[config.mk]
export PLATFORM = sky130hd
export DESIGN_NAME = message_receiver_flat
export DESIGN_NICKNAME = d
export VERILOG_FILES = /design/src/rtl/message_receiver_if.sv /design/src/rtl/message_receiver.sv /design/src/flat_wrapper.sv
export SDC_FILE = /design/constraint.sdc
export NUM_CORES = 1
export LEC_CHECK = 0
export ABC_AREA = 1
export BUFFER_PORTS_ARGS = -buffer_cell sky130_fd_sc_hd__buf_2
export CORE_MARGIN = 2
export CORE_UTILIZATION = 61
export CTS_BUF_LIST = sky130_fd_sc_hd__clkbuf_2 sky130_fd_sc_hd__clkbuf_4 sky130_fd_sc_hd__clkbuf_8
export CTS_CLUSTER_DIAMETER = 40
export CTS_CLUSTER_SIZE = 20
export DETAILED_ROUTE_END_ITERATION = 8
export PLACE_DENSITY = 0.78
export SLEW_MARGIN = 20
export SYNTH_ARGS = -nofsm -noshare
export SYNTH_HDL_FRONTEND = slang
export SYNTH_SLANG_ARGS = --single-unit
[constraint.sdc]
create_clock -name clk -period 4.6 [get_ports clk]
set_clock_uncertainty 0.2 [all_clocks]
set_input_delay 0.23 -clock clk [delete_from_list [all_inputs] [get_ports clk]]
set_output_delay 0.23 -clock clk [all_outputs]
set_load 0.02 [all_outputs]
[src/rtl/message_receiver_if.sv]
// Receiver-side bus: serial input, enable, status/byte outputs and the rd_en/rd_data readout handshake.
// master = the receiver itself, slave = the consumer (message/echo logic).
interface message_receiver_if;
  logic       SW;
  logic       rxd;
  logic [7:0] word;
  logic [9:0] counter;
  logic       recieve_ready;
  logic       message_ready;
  logic       rd_en;
  logic [7:0] rd_data;
  logic       frame_error;
  logic       overrun;

  modport master (
    input  SW, rxd, rd_en,
    output word, counter, recieve_ready, message_ready, rd_data, frame_error, overrun
  );

  modport slave (
    output SW, rxd, rd_en,
    input  word, counter, recieve_ready, message_ready, rd_data, frame_error, overrun
  );
endinterface

[src/rtl/message_receiver.sv]
// UART 8N1 receiver (8E1 when RX_PARITY_EN is defined) filling a line buffer up to a terminator; byte result 1 cycle after stop sample.
// rd_data valid the cycle after rd_en; bytes arriving while a message is held are dropped with an overrun pulse.
module message_receiver #(
  parameter int         CLKS_PER_BIT = 16,
  parameter int         DEPTH        = 32,
  parameter logic [7:0] TERMINATOR   = 8'h0D
) (
  input logic                clk,
  input logic                rst,
  message_receiver_if.master bus
);
  localparam int             CW        = $clog2(CLKS_PER_BIT);
  localparam int             AW        = $clog2(DEPTH);
  localparam logic [CW-1:0]  HALF_LAST = CW'(CLKS_PER_BIT / 2 - 1);
  localparam logic [CW-1:0]  BIT_LAST  = CW'(CLKS_PER_BIT - 1);
  localparam logic [9:0]     DEPTH_C   = 10'(DEPTH);

`ifdef RX_PARITY_EN
  typedef enum logic [2:0] {IDLE, START, DATA, PARITY, STOP} state_t;
`else
  typedef enum logic [2:0] {IDLE, START, DATA, STOP} state_t;
`endif

  state_t        state, state_nxt;
  logic          rxd_meta, rxd_sync, rxd_prev;
  logic [CW-1:0] clk_cnt;
  logic [2:0]    bit_idx;
  logic [7:0]    shift;
  logic          tick;
  logic          stop_tick;
  logic          frame_bad;
  logic          store;
  logic [7:0]    mem [DEPTH];
  logic [9:0]    rd_ptr, count;
  logic [7:0]    word_q, rd_data_q;
  logic          rr_q, mr_q, fe_q, ov_q;
  logic          par_err;

  always_ff @(posedge clk) begin
    if (rst) state <= IDLE;
    else     state <= state_nxt;
  end

  always_comb begin
    state_nxt = state;
    tick      = 1'b0;
    case (state)
      IDLE:  if (rxd_prev && !rxd_sync) state_nxt = START;
      START: if (clk_cnt == HALF_LAST) begin
        tick      = 1'b1;
        state_nxt = rxd_sync ? IDLE : DATA;
      end
      DATA:  if (clk_cnt == BIT_LAST) begin
        tick = 1'b1;
`ifdef RX_PARITY_EN
        if (bit_idx == 3'd7) state_nxt = PARITY;
`else
        if (bit_idx == 3'd7) state_nxt = STOP;
`endif
      end
`ifdef RX_PARITY_EN
      PARITY: if (clk_cnt == BIT_LAST) begin
        tick      = 1'b1;
        state_nxt = STOP;
      end
`endif
      STOP:  if (clk_cnt == BIT_LAST) begin
        tick      = 1'b1;
        state_nxt = IDLE;
      end
      default: state_nxt = IDLE;
    endcase
    // Dropping the enable abandons any partial frame silently.
    if (!bus.SW) state_nxt = IDLE;
  end

  assign stop_tick = tick && (state == STOP) && bus.SW;
`ifdef RX_PARITY_EN
  assign frame_bad = !rxd_sync || par_err;
`else
  assign frame_bad = !rxd_sync;
`endif
  assign store = stop_tick && !frame_bad && !mr_q && (shift != TERMINATOR);

  // The fill count doubles as the write pointer: no concurrent fill and drain.
  always_ff @(posedge clk) begin
    if (store) mem[count[AW-1:0]] <= shift;
  end

  always_ff @(posedge clk) begin
    if (rst) begin
      rxd_meta  <= 1'b1;
      rxd_sync  <= 1'b1;
      rxd_prev  <= 1'b1;
      clk_cnt   <= '0;
      bit_idx   <= '0;
      shift     <= '0;
      par_err   <= 1'b0;
      rd_ptr    <= '0;
      count     <= '0;
      word_q    <= '0;
      rd_data_q <= '0;
      rr_q      <= 1'b0;
      mr_q      <= 1'b0;
      fe_q      <= 1'b0;
      ov_q      <= 1'b0;
    end else begin
      rxd_meta <= bus.rxd;
      rxd_sync <= rxd_meta;
      rxd_prev <= rxd_sync;
      rr_q     <= 1'b0;
      fe_q     <= 1'b0;
      ov_q     <= 1'b0;
      clk_cnt  <= (state == IDLE || tick || !bus.SW) ? '0 : clk_cnt + 1'b1;

      if (tick && state == START) begin
        bit_idx <= '0;
        par_err <= 1'b0;
      end
      if (tick && state == DATA) begin
        shift   <= {rxd_sync, shift[7:1]};
        bit_idx <= bit_idx + 3'd1;
      end
`ifdef RX_PARITY_EN
      if (tick && state == PARITY) par_err <= ^{rxd_sync, shift};
`endif

      if (stop_tick) begin
        if (frame_bad) begin
          fe_q <= 1'b1;
        end else begin
          word_q <= shift;
          rr_q   <= 1'b1;
          if (mr_q) begin
            ov_q <= 1'b1;
          end else if (shift == TERMINATOR) begin
            if (count != 10'd0) mr_q <= 1'b1;
          end else begin
            count <= count + 10'd1;
            if (count == DEPTH_C - 10'd1) mr_q <= 1'b1;
          end
        end
      end

      if (bus.rd_en && mr_q) begin
        rd_data_q <= mem[rd_ptr[AW-1:0]];
        if (rd_ptr == count - 10'd1) begin
          mr_q   <= 1'b0;
          count  <= '0;
          rd_ptr <= '0;
        end else begin
          rd_ptr <= rd_ptr + 10'd1;
        end
      end
    end
  end

  assign bus.word          = word_q;
  assign bus.counter       = count;
  assign bus.recieve_ready = rr_q;
  assign bus.message_ready = mr_q;
  assign bus.rd_data       = rd_data_q;
  assign bus.frame_error   = fe_q;
  assign bus.overrun       = ov_q;
endmodule

[src/flat_wrapper.sv]
// flat-port wrapper written by rule: the top's interface ports become plain ports
module message_receiver_flat 
#(
  parameter int         CLKS_PER_BIT = 16,
  parameter int         DEPTH        = 32,
  parameter logic [7:0] TERMINATOR   = 8'h0D
)
  (clk, rst, bus_SW, bus_rxd, bus_rd_en, bus_word, bus_counter, bus_recieve_ready, bus_message_ready, bus_rd_data, bus_frame_error, bus_overrun);
  message_receiver_if bus_i ();
  input logic clk;
  input logic rst;
  input wire logic [$bits(bus_i.SW)-1:0] bus_SW;
  input wire logic [$bits(bus_i.rxd)-1:0] bus_rxd;
  input wire logic [$bits(bus_i.rd_en)-1:0] bus_rd_en;
  output wire logic [$bits(bus_i.word)-1:0] bus_word;
  output wire logic [$bits(bus_i.counter)-1:0] bus_counter;
  output wire logic [$bits(bus_i.recieve_ready)-1:0] bus_recieve_ready;
  output wire logic [$bits(bus_i.message_ready)-1:0] bus_message_ready;
  output wire logic [$bits(bus_i.rd_data)-1:0] bus_rd_data;
  output wire logic [$bits(bus_i.frame_error)-1:0] bus_frame_error;
  output wire logic [$bits(bus_i.overrun)-1:0] bus_overrun;
  assign bus_i.SW = bus_SW;
  assign bus_i.rxd = bus_rxd;
  assign bus_i.rd_en = bus_rd_en;
  assign bus_word = bus_i.word;
  assign bus_counter = bus_i.counter;
  assign bus_recieve_ready = bus_i.recieve_ready;
  assign bus_message_ready = bus_i.message_ready;
  assign bus_rd_data = bus_i.rd_data;
  assign bus_frame_error = bus_i.frame_error;
  assign bus_overrun = bus_i.overrun;
  message_receiver #(.CLKS_PER_BIT(CLKS_PER_BIT), .DEPTH(DEPTH), .TERMINATOR(TERMINATOR)) u_core (.clk(clk), .rst(rst), .bus(bus_i));
endmodule
==> impl_metrics.py <==
metrics = {
    "cells_and_area": {
        "multi_input_area_sq_um": 3800,
        "fillCellCount": 1553,
        "diodes": 0,
        "regArea_sq_um": 8890,
        "area_growth_syn_to_layout_pct": 8.74,
        "final_core_util_pct": 67.9,
        "drive_gt1_share_pct": 10.8,
        "nets": 1307,
    },
    "critical_path": {
        "rrSetupSlack_ns": 1.42,
        "startpoint_type": "flip-flop",
        "reg2reg_from": "u_core.clk_cnt[0]",
        "r2r-end": "u_core.mem[14][3]",
        "crit_path_end_kind": "flip-flop",
        "r2r_cells": 9,
        "path_max_fanout": 19,
        "critPathKind": "flip-flop to flip-flop",
        "crit_arrival_ns": 3.14,
        "critPathRequiredTime_ns": 4.56,
    },
    "sta": {
        "max_freq_mhz": 315,
        "slew_headroom_pct": 32.2,
        "hold_viol_final": 0,
        "rsz0062_at_grt": "false",
        "fin_crit_sh_pct": 69.1,
        "worst_pin_slew_ns": 1.01,
        "setup_viol": 0,
        "fin_setup_tns_ns": 0,
        "drv_slew": 0,
        "final.min_clock_period_ns": 3.18,
        "setup_slack_ns": 1.42,
    },
    "routing": {
        "via_count": 9199,
        "postRouteWirelength_microns": 30400,
        "first_pass_iters": 8,
        "drtIter0Drc": 1101,
        "via_per_inst": 5.77,
        "drcViolationCount": 0,
        "postRouteAntennaNets": 0,
        "wire_per_inst_microns": 19.1,
    },
    "clock_tree": {
        "clockRootBuffer": "clkbuf_8",
        "postCtsResizedCells": 0,
        "cts.sinks": 316,
        "clk_pin_slew_worst_paths_ns": 0.08,
        "postCtsHoldBufs": 3,
        "cts_inserted_buffers": 36,
        "cts_tree": "built",
        "h-tree-depth": 2,
        "cts_buffer_depth": 3,
        "insertion_delay_ns": 0.54,
        "cts_setup_buffers": 0,
    },
    "placed_design": {
        "detailedPlace.worstSlack_ns": 1.50,
        "dpl.hpwl_microns": 18300,
        "gp_congestion": 0.862,
        "numPortBuffers": 34,
    },
    "synthesis": {
        "synth_fp_nets": 1281,
        "yosys_most_used_dff": "edfxtp_1",
        "synthTopCellsByArea": "edfxtp_1, dfxtp_1, nor2_1",
        "synth_area_leader_cell": "edfxtp_1",
        "synth.top_cells.by_count": "edfxtp_1, nor2_1, nand2_1, o21ai_0, nand3_1",
        "synth-edff-count": 256,
        "post-synth-top-count-cell": "edfxtp_1",
        "ys_seq_area_share_pct": 67.3,
        "yosysWarnings": 0,
        "avgSynthCellArea_sq_um": 10.4,
        "ys_types": 34,
        "synthCells": 1268,
        "synth_area_sq_um": 13200,
        "synth_seq_cells": 316,
        "async_flop_share_pct": 0,
        "synth_top_area_share_pct": 58.2,
    },
    "worst_hold_path": {
        "hold_class": "flip-flop to flip-flop",
        "hold_start": "u_core.rxd_meta",
        "min_to": "u_core.rxd_sync",
        "hold_depth": 1,
    },
    "global_route": {
        "grt_pass1_vias": 8445,
        "grt_overflow": 0,
        "grt_pass1_wl_microns": 46600,
        "antenna_found_initial": 0,
        "gr-usage-all-layers_pct": 27.4,
        "grt_max_degree": 130,
    },
    "pwr": {
        "p_seq_share_pct": 59.5,
        "switching_power_w": 0.00106,
        "internal-power_w": 0.00405,
        "p_comb_share_pct": 0.3,
        "clkPwrFrac_pct": 40.2,
        "switching_share_pct": 20.8,
        "ir_drop_v": 0.000432,
        "p_leak_nw": 5.84,
        "p_per_area_nw_per_um2": 356,
    },
    "floorplan": {
        "rows": 53,
        "die_width_microns": 151,
        "num_io_pins": 35,
        "start_util_pct": 62.4,
        "die_h_microns": 151,
        "core_area_sq_um": 21200,
        "die_area_sq_um": 22800,
    },
    "outcome": {
        "status": "complete, no violations",
    },
    "job": {
        "cap_violations": 0,
    },
}
[sequential cells by signal, indices dropped and copies added, names as in the netlist]
signal and count:
u_core.bit_idx 3, u_core.bus.counter 10, u_core.bus.frame_error 1, u_core.bus.message_ready 1
u_core.bus.overrun 1, u_core.bus.rd_data 8, u_core.bus.recieve_ready 1, u_core.bus.word 8
u_core.clk_cnt 4, u_core.mem 256, u_core.rd_ptr 10, u_core.rxd_meta 1
u_core.rxd_prev 1, u_core.rxd_sync 1, u_core.shift 8, u_core.state 2
[power groups by stage]
stage / combinational (W) / clock [W] / sequential [W]
6_report: 0.0000176 / 0.00206 / 0.00304
4_1_cts: 0.0000173 / 0.00209 / 0.00304
2_1_floorplan: 0.0000104 / 0 / 0.00311
3_3_place_gp: 0.0000149 / 0 / 0.00311
5_1_grt: 0.0000195 / 0.00220 / 0.00304
3_5_place_dp: 0.0000149 / 0 / 0.00311
[placed cells by master, fill, tap and decap left out, types with 2 or more instances in the layout]
cell type        n
clkbuf_4         2
o21ai_1          4
edfxtp_1       256
bufinv_16        3
dlygate4sd3_1    3
clkinv_1         5
nand2_4          3
o21ai_0        118
inv_1           43
nor2_4           3
nor2_1         250
clkbuf_8        38
dfxtp_1         58
xnor2_1          2
nand2_1        235
nand4_2          2
nor2_2           8
clkinvlp_4       2
nand3_1        117
xor2_1          17
buf_2           34
clkinv_2         3
ha_1             8
o211ai_1         8
or2_2            2
a21oi_1         45
inv_8            4
inv_6            5
inv_2           13
buf_4           11
o22ai_1          2
clkinv_4         2
[final cells by class]
type | count | area share (%)
clock buffers | 40 | 3.75
clock inverters | 23 | 1.76
inverters | 59 | 1.57
multi-input cells | 831 | 26.4
flip-flops and latches | 316 | 61.9
well taps | 275 | 2.40
repair buffers | 50 | 2.19
[cell families (layout without fill, tap and decap cells)]
family          after synthesis  in the layout  synth area share (%)
simple gates                626            626                  19.8
xor+xnor                     19             19                  1.26
compound gates              178            178                  6.94
buf+inv                     121            172                  3.97
flops                       316            316                  67.3
fa+ha+maj                     8              8                 0.758
[worst max-delay path by stage]
stage                              endpoint  slack, ns  cells past startpoint               from
after global routing       u_core.mem[6][4]       1.18                      9  u_core.clk_cnt[0]
final                     u_core.mem[14][3]       1.42                      9  u_core.clk_cnt[0]
after CTS                 u_core.mem[14][3]       1.44                      9  u_core.clk_cnt[0]
after detailed placement  u_core.mem[14][3]       1.50                      9  u_core.clk_cnt[0]
after global placement     u_core.mem[4][1]       1.63                      9  u_core.clk_cnt[0]
after floorplan           u_core.mem[29][0]       2.16                      8    u_core.shift[4]
[stage by stage]
step / power (W) / std cells / hold WS [ns] / instance area, sq um
global placement: 0.00312 / 1527 / 0.216 / 13500
CTS: 0.00515 / 1593 / 0.198 / 14300
detailed placement: 0.00312 / 1527 / 0.210 / 13500
finish: 0.00512 / 1594 / 0.216 / 14400
global route: 0.00526 / 1594 / 0.234 / 14400
floorplan: 0.00312 / 1268 / 0.0991 / 13200
[metal layers]
| metal | vias to the layer above | share of wire [%] | track usage (%) |
|---|---|---|---|
| met5 | - | 0 | 0 |
| met4 | 0 | 2.8 | 9.39 |
| met3 | 57 | 11 | 5.60 |
| met2 | 509 | 46 | 41.4 |
| met1 | 4267 | 40 | 40.3 |
| li1 | 4366 | - | - |
[critical path, stage by stage, from the launching register on]
cell and delay, ns:
dfxtp_1 0.36, ha_1 0.18, nand2_1 0.11, nor2_2 0.16, nand4_2 0.14, nor2_4 0.37, nand2_4 0.14, inv_2 0.14
nand2_1 0.35, nor2_1 0.66
Power figures use the tool's default switching activity.
